File: src/rtl/sparse_weight_encoder.sv
// Dense-to-sparse weight encoder: turns one filter slice of dense weights into a
// nonzero value stream plus a per-(k,r) row stream of start pointers.
module sparse_weight_encoder #(
  parameter int DATA_W   = 16,
  parameter int C_W      = 5,
  parameter int R_W      = 2,
  parameter int K_W      = 5,
  parameter int PTR_W    = 11,
  parameter int MAX_ROWS = 48
) (
  input  logic              i_clk,
  input  logic              i_rst,
  input  logic              i_start,
  input  logic [C_W:0]      i_num_c,
  input  logic [R_W-1:0]    i_num_r,
  input  logic [K_W:0]      i_num_k,
  input  logic              i_valid,
  output logic              o_ready,
  input  logic [DATA_W-1:0] i_data,
  output logic              o_v_valid,
  input  logic              i_v_ready,
  output logic [DATA_W-1:0] o_w_data,
  output logic [C_W-1:0]    o_w_c_idx,
  output logic              o_row_valid,
  input  logic              i_row_ready,
  output logic [PTR_W-1:0]  o_pos_ptr,
  output logic [R_W-1:0]    o_r_idx,
  output logic [K_W-1:0]    o_k_idx,
  output logic [PTR_W:0]    o_nnz,
  output logic [6:0]        o_nrows,
  output logic              o_overflow,
  output logic              o_finish
);

  typedef enum logic [1:0] {IDLE, RUN, FLUSH, DONE} state_t;

  localparam logic [PTR_W:0] NNZ_MAX  = (PTR_W+1)'((1 << PTR_W) - 1);
  localparam logic [6:0]     ROWS_MAX = 7'(MAX_ROWS);

  state_t           state;
  logic [C_W:0]     num_c;
  logic [R_W-1:0]   num_r;
  logic [K_W:0]     num_k;
  logic [C_W-1:0]   c_cnt;
  logic [R_W-1:0]   r_cnt;
  logic [K_W-1:0]   k_cnt;
  logic [PTR_W:0]   nnz;
  logic [PTR_W-1:0] row_start;
  logic [6:0]       nrows;
  logic             row_nz;

  logic             v_free, row_free, accept, beat_nz;
  logic             last_c, last_r, last_k;
  logic             val_keep, row_emit, row_keep;
  logic [PTR_W:0]   nnz_next;

  always_comb begin
    v_free   = !o_v_valid || i_v_ready;
    row_free = !o_row_valid || i_row_ready;
    o_ready  = (state == RUN) && v_free && row_free;
    accept   = i_valid && o_ready;
    beat_nz  = |i_data;
    last_c   = {1'b0, c_cnt} == (num_c - (C_W+1)'(1));
    last_r   = r_cnt == (num_r - R_W'(1));
    last_k   = {1'b0, k_cnt} == (num_k - (K_W+1)'(1));
    // A nonzero beat is dropped once the value stream is full; the row still counts it.
    val_keep = beat_nz && (nnz < NNZ_MAX);
    nnz_next = nnz + (PTR_W+1)'(val_keep);
    row_emit = last_c && (row_nz || beat_nz);
    row_keep = row_emit && (nrows < ROWS_MAX);
  end

  assign o_nnz   = nnz;
  assign o_nrows = nrows;

  always_ff @(posedge i_clk) begin
    if (i_rst) begin
      state       <= IDLE;
      num_c       <= '0;
      num_r       <= '0;
      num_k       <= '0;
      c_cnt       <= '0;
      r_cnt       <= '0;
      k_cnt       <= '0;
      nnz         <= '0;
      row_start   <= '0;
      nrows       <= '0;
      row_nz      <= 1'b0;
      o_v_valid   <= 1'b0;
      o_w_data    <= '0;
      o_w_c_idx   <= '0;
      o_row_valid <= 1'b0;
      o_pos_ptr   <= '0;
      o_r_idx     <= '0;
      o_k_idx     <= '0;
      o_overflow  <= 1'b0;
      o_finish    <= 1'b0;
    end else begin
      // NOTE: handshake clears come first; a reload later in this block wins
      // because the last non-blocking assignment to a register takes effect.
      if (i_v_ready)   o_v_valid   <= 1'b0;
      if (i_row_ready) o_row_valid <= 1'b0;

      case (state)
        IDLE: begin
          if (i_start) begin
            num_c      <= i_num_c;
            num_r      <= i_num_r;
            num_k      <= i_num_k;
            c_cnt      <= '0;
            r_cnt      <= '0;
            k_cnt      <= '0;
            nnz        <= '0;
            row_start  <= '0;
            nrows      <= '0;
            row_nz     <= 1'b0;
            o_overflow <= 1'b0;
            state      <= RUN;
          end
        end

        RUN: begin
          if (accept) begin
            if (val_keep) begin
              o_v_valid <= 1'b1;
              o_w_data  <= i_data;
              o_w_c_idx <= c_cnt;
            end else if (beat_nz) begin
              o_overflow <= 1'b1;
            end
            nnz <= nnz_next;

            if (row_keep) begin
              o_row_valid <= 1'b1;
              o_pos_ptr   <= row_start;
              o_r_idx     <= r_cnt;
              o_k_idx     <= k_cnt;
              nrows       <= nrows + 7'd1;
            end else if (row_emit) begin
              o_overflow <= 1'b1;
            end

            if (last_c) begin
              row_start <= nnz_next[PTR_W-1:0];
              row_nz    <= 1'b0;
              c_cnt     <= '0;
              if (last_r) begin
                r_cnt <= '0;
                if (!last_k) k_cnt <= k_cnt + K_W'(1);
              end else begin
                r_cnt <= r_cnt + R_W'(1);
              end
              if (last_r && last_k) state <= FLUSH;
            end else begin
              c_cnt <= c_cnt + C_W'(1);
              if (beat_nz) row_nz <= 1'b1;
            end
          end
        end

        FLUSH: begin
          if (v_free && row_free) begin
            o_finish <= 1'b1;
            state    <= DONE;
          end
        end

        DONE: begin
          // Holding i_start high parks here; only its release returns to IDLE.
          if (!i_start) begin
            o_finish <= 1'b0;
            state    <= IDLE;
          end
        end

        default: state <= IDLE;
      endcase
    end
  end

endmodule

File: config.mk
export PLATFORM = sky130hd
export DESIGN_NAME = sparse_weight_encoder
export DESIGN_NICKNAME = d
export VERILOG_FILES = /design/src/rtl/sparse_weight_encoder.sv
export SDC_FILE = /design/constraint.sdc
export NUM_CORES = 1
export LEC_CHECK = 0
export ABC_AREA = 1
export BUFFER_PORTS_ARGS = -buffer_cell sky130_fd_sc_hd__buf_2
export CAP_MARGIN = 20
export CELL_PAD_IN_SITES_DETAIL_PLACEMENT = 0
export CELL_PAD_IN_SITES_GLOBAL_PLACEMENT = 1
export CORE_AREA = 2 2 80 159
export CTS_CLUSTER_SIZE = 16
export DETAILED_ROUTE_END_ITERATION = 6
export DIE_AREA = 0 0 82 161
export PLACE_DENSITY_LB_ADDON = 0.1
export SLEW_MARGIN = 20
export SYNTH_ARGS = -nofsm -noshare
export SYNTH_HDL_FRONTEND = slang
export SYNTH_SLANG_ARGS = --single-unit
File: constraint.sdc
create_clock -name i_clk -period 5.6 [get_ports i_clk]
set_input_delay 1.12 -clock i_clk [delete_from_list [all_inputs] [get_ports i_clk]]
set_output_delay 1.12 -clock i_clk [all_outputs]
set_load 0.05 [all_outputs]
* Word level (Yosys, flattened, before mapping)
Index checks and enable logic that the tools add are counted.
** Word-level totals
- Register bits :: 102
- Input port bits :: 36
- Output and inout bits :: 63
- Logic and storage cells :: 127
** Cells by class
- Add/subtract/negate cells :: 8
- Order comparisons :: 2
- Equal/unequal tests :: 16
- Mux-type cells :: 54
- Reductions and logical operators :: 27
** Operator list (count)
- 5-bit two-way mux :: 7
- 11-bit two-way mux :: 3
- 12-bit two-way mux :: 2
- 12-bit case mux with 2 select lines :: 1
- 11-bit case mux with 2 select lines :: 1
- 7-bit two-way mux :: 3
- 2-bit two-way mux :: 10
- 5-bit case mux with 2 select lines :: 2
- 1-bit two-way mux :: 19
- 2-bit != test (second input constant) :: 8
- 16-bit OR reduction :: 1
- 7-bit case mux with 2 select lines :: 1
- 12-bit by 1-bit adder with 12-bit output :: 1
- 5-bit by 6-bit == test with 1-bit output :: 2
- 12-bit by 11-bit < comparator with 1-bit output (second input constant) :: 1
- 3-bit AND reduction :: 4
- 4-bit AND reduction :: 3
- 6-bit AND reduction :: 2
- 6-bit by 1-bit subtractor with 6-bit output (second input constant) :: 2
- 5-bit by 1-bit adder with 5-bit output (second input constant) :: 2
- 1-bit logical AND :: 8
- 2-bit case mux with 4 select lines :: 1
- 7-bit by 1-bit adder with 7-bit output (second input constant) :: 1
- 7-bit by 6-bit < comparator with 1-bit output (second input constant) :: 1
- other kinds (14) :: 21

* Longest topological paths before layout
Gate-level depths: netlist of the first run.
- Depth in word-level cells :: 7
- Mapped depth :: 17
- Mapped depth without buffers :: 16

* Least setup slack after synthesis of the first run
No wires, ideal clock.
- Path kind :: in2reg
- Start point :: input port i_data[13]
- End point :: register row_start[10]
- Arrival time :: 3.068 ns
- Required time :: 5.472 ns
- Setup slack :: 2.404 ns
- Stages :: 16
- Path buffers :: 1
- Cell sequence :: nor2_1 -> nand2_1 -> nor2_1 -> a21oi_1 -> clkbuf_1 -> ha_1 -> ha_1 -> nand3_1 -> nor2_1 -> nand2_1 -> o21ai_0 -> inv_1 -> a21oi_1 -> nand2_1 -> o21ai_0 -> nor2_1
** Between the ends
- Longest elaborated chain between the ends :: 6
** Ends and longest elaborated chain
- start: declaration :: RTL line 19 : input logic [DATA_W-1:0] i_data,
- 16-bit OR reduction :: RTL line 62 : beat_nz = |i_data;
- 1-bit logical AND :: RTL line 67 : val_keep = beat_nz && (nnz < NNZ_MAX);
- 12-bit by 1-bit adder with 12-bit output :: RTL line 68 : nnz_next = nnz + (PTR_W+1)'(val_keep);
- 11-bit two-way mux :: RTL line 143 : if (last_c) begin
- 11-bit two-way mux :: RTL line 123 : if (accept) begin
- 11-bit case mux with 2 select lines :: RTL line 104 : case (state)
- end signal: assignment :: RTL line 144 : row_start <= nnz_next[PTR_W-1:0];
- end: declaration :: RTL line 48 : logic [PTR_W-1:0] row_start;
No other way between the ends. The select of a mux whose other input is x is not followed.
A chain may end at the register's enable or synchronous reset.

* Worst setup path after layout of the first run
- Start point :: input port i_data[1]
- End point :: register row_start[10]
Same word-level chain as after synthesis.

==> impl_metrics.ini, run 1 <==
[pwr]
peakVddDrop_mv = 0.257
p_int_w = 0.00153
swShare = 0.434
seqPwrFrac = 0.342
power.leakage_nw = 2.59
power_density_nw_per_um2 = 465
p_clk_frac = 0.254
pwr-share-comb = 0.404
p_switching_w = 0.00118

[place]
dpl_cell_area_um2 = 5510
io_buffers = 98
place_congestion = 0.835
place_hpwl_mm = 8.87

[sta]
hold_viol_final = 0
fin_skew_ns = 0.00794
slew_viol_final = 0
fin_crit_ns = 3.45
setup_viol = 0
max_slew_margin = 0.339
rsz0062_at_grt = no
whs_ns = 0.443
worst_pin_slew_ns = 0.991
fmax_mhz = 290
setup-tns-final_ns = 0
fin_crit_sh = 0.617

[yosys]
ys_seq_area_frac = 0.413
synth.avg_cell_area_um2 = 6.90
ys_types = 35
synth_fp_nets = 765
netlist_area_um2 = 4940
synth_edf_count = 0
async_flop_share = 0
synth_top_flop_cell = dfxtp_1
synth_xor_area_frac = 0.0159
muxShareOfSynthArea = 0
synth_fa_ha_area_frac = 0.0304
synthCells = 717
yosys_warnings = 0
synth_top_family_by_area = simple AND/OR/NAND/NOR gates
synthSimpleGateAreaFrac = 0.288
synth_seq_cells = 102
synth_compound_area_frac = 0.164

[finish]
drive_gt1_frac = 0.170
area_growth_pct = 18.0
fillers = 1278
fin_area_um2 = 5840
nNetsFinal = 847
final_common_cell = nand2_1
antenna_cells = 0
layout_common_cells = nand2_1, dfxtp_1, buf_2, a21oi_1, inv_1
fin_util = 0.487

[hold_path]
min_path_type = register to register

[clock_network]
htreeDepth = 3
postCtsSetupBuffers = 0
clk_path_buf_depth = 2
cts_resized = 0
numCtsBuffers = 9
cts_tree = done
postCtsHoldBufs = 0
clk_pin_slew_worst_paths_ns = 0.07
cts_sinks = 102
clockRootBuffer = clkbuf_16
clock_latency_ns = 0.35

[floorplan]
initial_core_util = 0.413
die_h_um = 161
ios = 99
core_um2 = 12000
rows = 57
die_w_um = 82
dieArea_um2 = 13200

[worst_setup_path]
crit_arrival_ns = 3.65
cpMostUsedCell = nor2_1
slowest_stage = a21oi_2
setup.worst_path.end_class = register
crit_chain = buf_2 -> nor2_1 -> nand2_1 -> nor2_1 -> a21oi_2 -> ha_1 -> ha_1 -> nand3_1 -> nor2_1 -> nand2_1 -> o21ai_0 -> inv_1 -> a21oi_1 -> nand2_1 -> o21ai_0 -> nor2_1
cpPeakStageDelay_ns = 0.79
startpoint_type = input port
worstSetupPathType = input port to register
cp.required_ns = 5.80
cp_max_fo = 23

[drt]
drt-wirelength-per-cell_um = 13.0
viasPerCell = 4.94
drc = 0
firstDrtPassIters = 4
drtIter0Drc = 237
drt_wl_total_mm = 12.4
ant_nets = 0
dr_total_vias = 4696

[global_route]
grt_pass1_wl_mm = 20.6
grt_overflow = 0
grt_max_degree = 52
grt_pass1_vias = 4339
antenna_found_initial = 0
grt.total_usage = 0.196

[flow_run]
cap_violations = 0

[run_status]
status = finished clean
-- cells by family after synthesis --
family	after synthesis
and+or+nand+nor	328
buffers and inverters	110
adders and majority gates	12
AOI/OAI and AO/OA	156
xor gates and xnor gates	9
DFF	102
-- flip-flops by register name, summed over array words and instances (netlist names) --
| register | cells |
|---|---|
| o_w_data | 16 |
| o_nnz | 12 |
| o_pos_ptr | 11 |
| row_start | 11 |
| o_nrows | 7 |
| num_c | 6 |
| num_k | 6 |
| c_cnt | 5 |
| k_cnt | 5 |
| o_k_idx | 5 |
| o_w_c_idx | 5 |
| num_r | 2 |
| o_r_idx | 2 |
| r_cnt | 2 |
| state | 2 |
| o_finish | 1 |
| o_overflow | 1 |
| o_row_valid | 1 |
| o_v_valid | 1 |
| row_nz | 1 |
-- cell usage after synthesis, types with 2 or more instances --
library cell | count | area (µm²)
a21oi_1 | 87 | 435
buf_2 | 10 | 50.1
clkbuf_1 | 17 | 63.8
dfxtp_1 | 102 | 2040
ha_1 | 12 | 150
inv_1 | 74 | 278
inv_2 | 6 | 22.5
nand2_1 | 165 | 619
nand2_2 | 3 | 18.8
nand3_1 | 70 | 350
nand4_1 | 5 | 31.3
nand4_2 | 2 | 25.0
nor2_1 | 62 | 233
nor2_2 | 2 | 12.5
nor2_4 | 3 | 33.8
nor3_1 | 8 | 40.0
nor3b_1 | 3 | 22.5
o21ai_0 | 46 | 230
o21ai_1 | 12 | 60.1
o21bai_1 | 5 | 37.5
or2_2 | 2 | 12.5
xnor2_1 | 4 | 35.0
xor2_1 | 5 | 43.8
-- per-layer routing --
metal | global-route usage | vias up | share of wire
met5 | 0 | - | 0
met4 | 0.0629 | 0 | 0.017
met3 | 0.0341 | 14 | 0.041
met2 | 0.314 | 87 | 0.46
met1 | 0.263 | 2082 | 0.48
li1 | - | 2513 | -
-- final cells by class --
cell class	count	area [µm²]	area share
Clock inverter	6	92.6	0.0159
Sequential cell	102	2040	0.350
Multi-Input combinational cell	505	2470	0.423
Timing Repair Buffer	100	505	0.0866
Inverter	81	304	0.0521
Clock buffer	10	239	0.0409
Tap cell	147	184	0.0315
-- path summary, 6_finish.rpt --
path	to	from	slack, ns	cells past startpoint
worst max-delay path	row_start[10]	i_data[1]	2.15	16
worst min-delay path	o_pos_ptr[1]	o_pos_ptr[1]	0.44	2
worst max register to register	o_pos_ptr[9]	state[1]	2.22	8
worst min register to register	o_pos_ptr[1]	o_pos_ptr[1]	0.44	2
-- through the flow --
step           setup WS [ns]  cells  total power (W)
4_1_cts                 2.13    951          0.00275
5_1_grt                 1.71    951          0.00291
3_3_place_gp            1.86    935          0.00204
6_report                2.15    951          0.00271
2_1_floorplan           2.40    717          0.00181
3_5_place_dp            1.76    935          0.00205
-- worst max-delay path: cells and delay by family --
family                   cells  cell delay, ns
AO/OA/AOI/OAI                4            1.16
adder cells (fa/ha/maj)      2            0.53
buffers and inverters        2            0.14
AND/OR/NAND/NOR              8            0.70
-- power groups by stage --
stage	Sequential (W)	Clock [W]	Combinational [W]
3_5_place_dp	0.000941	0	0.00111
5_1_grt	0.000943	0.000734	0.00124
3_3_place_gp	0.000941	0	0.00110
6_report	0.000927	0.000690	0.00110
2_1_floorplan	0.00108	0	0.000732
4_1_cts	0.000926	0.000706	0.00112
Power figures use the tool's default switching activity.
==> run 2, diff against run 1 <==
- CORE_AREA: 2 2 80 159 -> 2 2 88 174
- DIE_AREA: 0 0 82 161 -> 0 0 90 176
- clock period: 5.6 -> 2.9 ns (I/O delays scaled with it)
==> run 2 against run 1 <==
Register-to-register slack lost 1.9 ns. Critical path depth is 4 lower. Sequential share of layout area is 0.76 points lower. Worst hold slack got worse by 0.0015 ns. First-iteration DRC count is 4.2% lower. Flip-flop and latch count is the same. Clock power up 84%. Clock skew rose by 0.0055 ns. Worst setup slack got worse by 1.8 ns. Die area grew 20%. Via count up 5.4%. Critical endpoint is now o_pos_ptr[7]. Largest cell class unchanged. Largest power group unchanged. Highest routed layer unchanged.
==> impl_metrics.ini, run 2 (synthesis results as in run 1) <==
[run_status]
status = finished clean

[clock_network]
numCtsBuffers = 9
cts_tree = done
clockRootBuffer = clkbuf_16
postCtsSetupBuffers = 0
clk_pin_slew_worst_paths_ns = 0.07
cts_sinks = 102
cts_resized = 0
clk_path_buf_depth = 2
htreeDepth = 3
postCtsHoldBufs = 0
clock_latency_ns = 0.35

[sta]
rsz0062_at_grt = no
fmax_mhz = 394
worst_pin_slew_ns = 0.739
setup_viol = 0
fin_skew_ns = 0.0134
whs_ns = 0.442
setup-tns-final_ns = 0
fin_crit_sh = 0.875
slew_viol_final = 0
max_slew_margin = 0.506
fin_crit_ns = 2.54
hold_viol_final = 0

[pwr]
p_clk_frac = 0.238
p_int_w = 0.00294
power_density_nw_per_um2 = 898
p_switching_w = 0.00241
swShare = 0.450
pwr-share-comb = 0.424
peakVddDrop_mv = 0.371
power.leakage_nw = 2.63
p_total_w = 0.00536
seqPwrFrac = 0.338

[global_route]
grt_max_degree = 47
grt_pass1_vias = 4844
grt_overflow = 0
grt_pass1_wl_mm = 23.8
grt.total_usage = 0.190
antenna_found_initial = 0

[flow_run]
cap_violations = 0

[drt]
drtIter0Drc = 227
dr_total_vias = 4951
ant_nets = 0
firstDrtPassIters = 5
drt-wirelength-per-cell_um = 14.9
drt_wl_total_mm = 15.0
viasPerCell = 4.92
drc = 0

[finish]
largest_register = o_w_data
fin_area_um2 = 5970
drive_gt1_frac = 0.180
area_growth_pct = 20.6
nNetsFinal = 858
stdcell_count = 1007
antenna_cells = 0
largest_register_ffs = 16
layout_common_cells = nand2_1, dfxtp_1, buf_2, a21oi_1, inv_1
final_common_cell = nand2_1

[floorplan]
die_w_um = 90
rows = 62
dieArea_um2 = 15800
initial_core_util = 0.343
ios = 99
core_um2 = 14400
die_h_um = 176

[worst_setup_path]
cp_max_fo = 26
critPathTopFamily = simple AND/OR/NAND/NOR gates
cpPeakStageDelay_ns = 0.58
worstSetupPathType = register to register
startpoint_type = register
cp.required_ns = 3.18
slowest_stage = nand4_2
crit_chain = inv_2 -> ha_1 -> inv_1 -> nand2_1 -> nand3_1 -> nand2_1 -> nor2_1 -> nand2_1 -> nor2_4 -> nand4_2 -> buf_4 -> a21oi_1
setup.worst_path.end_class = register
crit_arrival_ns = 2.81
worst-path-buf-inv = 3
cpMostUsedCell = nand2_1

[place]
place_inst = 991
place_congestion = 0.824
place_hpwl_mm = 11.4
dpl_cell_area_um2 = 5660
io_buffers = 98

[hold_path]
min_path_type = register to register
run 2: layer usage:
layer / part of all wire / wire [µm] / vias to the layer above / global-route usage
li1: - / - / 2526 / -
met5: 0 / 0 / - / 0
met1: 0.37 / 5550 / 2292 / 0.184
met4: 0.038 / 564 / 0 / 0.0910
met2: 0.56 / 8420 / 104 / 0.381
met3: 0.032 / 475 / 29 / 0.0312
run 2: stage by stage:
stage                     setup WS [ns]  utilization
final                             0.362        0.413
after global routing             0.0630        0.413
after CTS                         0.323        0.413
after detailed placement          0.297        0.392
after global placement            0.311        0.392
after floorplan                   0.126            -
run 2: power groups by stage:
stage | sequential (W) | clock, W | combinational, W
3_3_place_gp | 0.00184 | 0 | 0.00226
6_report | 0.00181 | 0.00127 | 0.00227
4_1_cts | 0.00181 | 0.00131 | 0.00229
5_1_grt | 0.00184 | 0.00136 | 0.00253
3_5_place_dp | 0.00184 | 0 | 0.00229
2_1_floorplan | 0.00208 | 0 | 0.00141
run 2: layout make-up:
| cell class | count | area (µm²) |
|---|---|---|
| fill | 1599 | 8460 |
| multi-input combinational | 505 | 2470 |
| sequential | 102 | 2040 |
| timing repair buffer | 111 | 601 |
| inverter | 81 | 304 |
| clock buffer | 11 | 243 |
| tap | 192 | 240 |
| clock inverter | 5 | 66.3 |
run 2: path summary, 6_finish.rpt:
kind | startpoint | to | slack (ns) | cells past startpoint
setup reg to reg | num_c[0] | o_pos_ptr[7] | 0.36 | 12
hold reg to reg | o_k_idx[1] | o_k_idx[1] | 0.44 | 2
setup / recovery | num_c[0] | o_pos_ptr[7] | 0.36 | 12
hold / removal | o_k_idx[1] | o_k_idx[1] | 0.44 | 2
run 2: worst register-to-register path, stage by stage, from the launching register on:
cell and delay, ns:
dfxtp_1 0.34, inv_2 0.09, ha_1 0.25, inv_1 0.08, nand2_1 0.07, nand3_1 0.09, nand2_1 0.05, nor2_1 0.08
nand2_1 0.09, nor2_4 0.17, nand4_2 0.58, buf_4 0.43, a21oi_1 0.16
==> run 3, diff against run 2 <==
- GPL_TIMING_DRIVEN: unset -> 0
==> run 3 against run 2 <==
Critical path depth rose by 5. Non-clock buffer count rose by 17. First-iteration DRC count fell by 9.7%. Sequential share of layout area fell by 0.21 points. Clock power fell by 6%. Combinational power rose by 5%. Fmax fell by 4.8%. Flip-flop and latch count did not move. Die area did not move. Via count barely moved. Worst setup slack got worse by 0.13 ns. Critical endpoint is now row_start[10]. Largest cell class unchanged.
==> impl_metrics.ini, run 3 (synthesis results as in run 1) <==
[floorplan]
dieArea_um2 = 15800
initial_core_util = 0.343
die_h_um = 176
die_w_um = 90
core_um2 = 14400
rows = 62
ios = 99

[place]
place_congestion = 0.853
place_hpwl_mm = 12.8
io_buffers = 98
dpl_cell_area_um2 = 5680
dp_slack_ns = -0.571

[worst_setup_path]
reg2reg_to = row_start[10]
worstSetupPathType = register to register
cpPeakStageDelay_ns = 0.37
cpMostUsedCell = nand2_1
startpoint_type = register
setup.worst_path.end_class = register
r2r_setup_slack_ns = 0.23
cp.required_ns = 3.11
startpoint = o_nnz[7]
crit_arrival_ns = 2.88
rr_startpoint = o_nnz[7]
slowest_stage = dfxtp_1
crit_chain = nand2_1 -> nor2_1 -> nand2_1 -> o21ai_1 -> a21oi_2 -> clkbuf_4 -> ha_1 -> ha_1 -> nand3_2 -> nor2_2 -> nand2_1 -> o21ai_0 -> inv_1 -> a21oi_2 -> nand2_1 -> o21ai_0 -> nor2_1
worst_r2r_path_depth = 17
cp_max_fo = 10

[sta]
fin_crit_ns = 2.67
hold_viol_final = 0
setup_slack_ns = 0.235
max_slew_margin = 0.507
fmax_mhz = 375
fin_skew_ns = 0.0108
worst_pin_slew_ns = 0.739
slew_viol_final = 0
setup_viol = 0
rsz0062_at_grt = no
fin_crit_sh = 0.919

[drt]
ant_nets = 0
met2_length_mm = 9.66
drc = 0
firstDrtPassIters = 4
route.met3.wl_um = 509
drt-wirelength-per-cell_um = 16.0
dr_total_vias = 4952
top_layer = met4
drt_wl_total_mm = 16.4
drtIter0Drc = 205
viasPerCell = 4.84
wl_met1_mm = 5.90

[global_route]
grt_overflow = 0
grt_pass1_wl_mm = 25.5
antenna_found_initial = 0
grt.total_usage = 0.207
grt_max_degree = 19
grt_pass1_vias = 4977

[clock_network]
clk_path_buf_depth = 2
clockRootBuffer = clkbuf_16
cts_sinks = 102
numCtsBuffers = 9
cts_tree = done
htreeDepth = 3
clk_pin_slew_worst_paths_ns = 0.08
clock_latency_ns = 0.35
postCtsHoldBufs = 0

[finish]
layout_common_cells = nand2_1, buf_2, dfxtp_1, a21oi_1, inv_1
fillers = 1612
largest_register = o_w_data
fin_area_um2 = 6000
final_common_cell = nand2_1
largest_register_ffs = 16
area_growth_pct = 21.4
drive_gt1_frac = 0.186
antenna_cells = 0
nNetsFinal = 875

[hold_path]
hp-start = o_k_idx[0]
min_path_type = register to register
min_path_cells = 2
min_to = o_k_idx[0]

[pwr]
peakVddDrop_mv = 0.384
power.leakage_nw = 2.63
power_density_nw_per_um2 = 897

[run_status]
status = finished clean

[flow_run]
cap_violations = 0
[run 3: changes by cell type in the layout (fill, tap and decap cells not counted), sizes merged]
cell / before / now
bufinv: 1 / 0
clkinv: 2 / 4
clkbuf: 11 / 27
[run 3: cell type report]
type	count	area, µm²	share of cell area
plain buffers	29	138	0.0229
clock inverters	6	53.8	0.00896
multi-input cells	505	2490	0.415
repair buffers	99	498	0.0830
well taps	192	240	0.0400
flip-flops and latches	102	2040	0.340
clock buffers	10	239	0.0398
inverters	81	304	0.0506
[run 3: per-layer routing]
metal	global-route usage	vias to the layer above
met3	0.0273	15
li1	-	2562
met1	0.198	2281
met5	0	-
met4	0.0641	0
met2	0.439	94
[run 3: worst max-delay path: cells and delay by family (launching register included)]
kind | cells | cell delay [ns]
adder cells (fa/ha/maj) | 2 | 0.43
AND/OR/NAND/NOR | 8 | 0.76
buffers and inverters | 2 | 0.30
AO/OA/AOI/OAI | 5 | 0.68
flip-flops | 1 | 0.37
[run 3: through the flow]
stage	hold slack, ns	cells	utilization	setup TNS, ns	power (W)
2_1_floorplan	0.436	717	-	0	0.00350
3_3_place_gp	0.433	1007	0.393	-2.79	0.00419
3_5_place_dp	0.434	1007	0.393	-3.42	0.00422
4_1_cts	0.445	1024	0.415	0	0.00542
5_1_grt	0.468	1024	0.416	0	0.00577
6_report	0.442	1024	0.416	0	0.00539
[run 3: where the power goes]
part | total, W | leakage [nW] | switching, W | internal, W
registers | 0.00181 | 0.829 | 0.000203 | 0.00161
clock network | 0.00120 | 0.141 | 0.000576 | 0.000620
logic | 0.00238 | 1.66 | 0.00172 | 0.000654
total | 0.00539 | 2.63 | 0.00250 | 0.00288
[run 3: how the worst max path moves through the flow]
stage	endpoint	slack, ns	cells past startpoint
6_report	row_start[10]	0.23	17
5_1_grt	row_start[10]	0.01	17
4_1_cts	o_ready	0.04	7
3_5_place_dp	row_start[10]	-0.57	17
3_3_place_gp	row_start[10]	-0.52	17
2_1_floorplan	row_start[10]	0.13	17
[run 3: repair_timing]
item                       CTS  global route
setup endpoints to repair   10             8
cloned                       0             0
buffers inserted             1             0
gates resized for setup      4             8
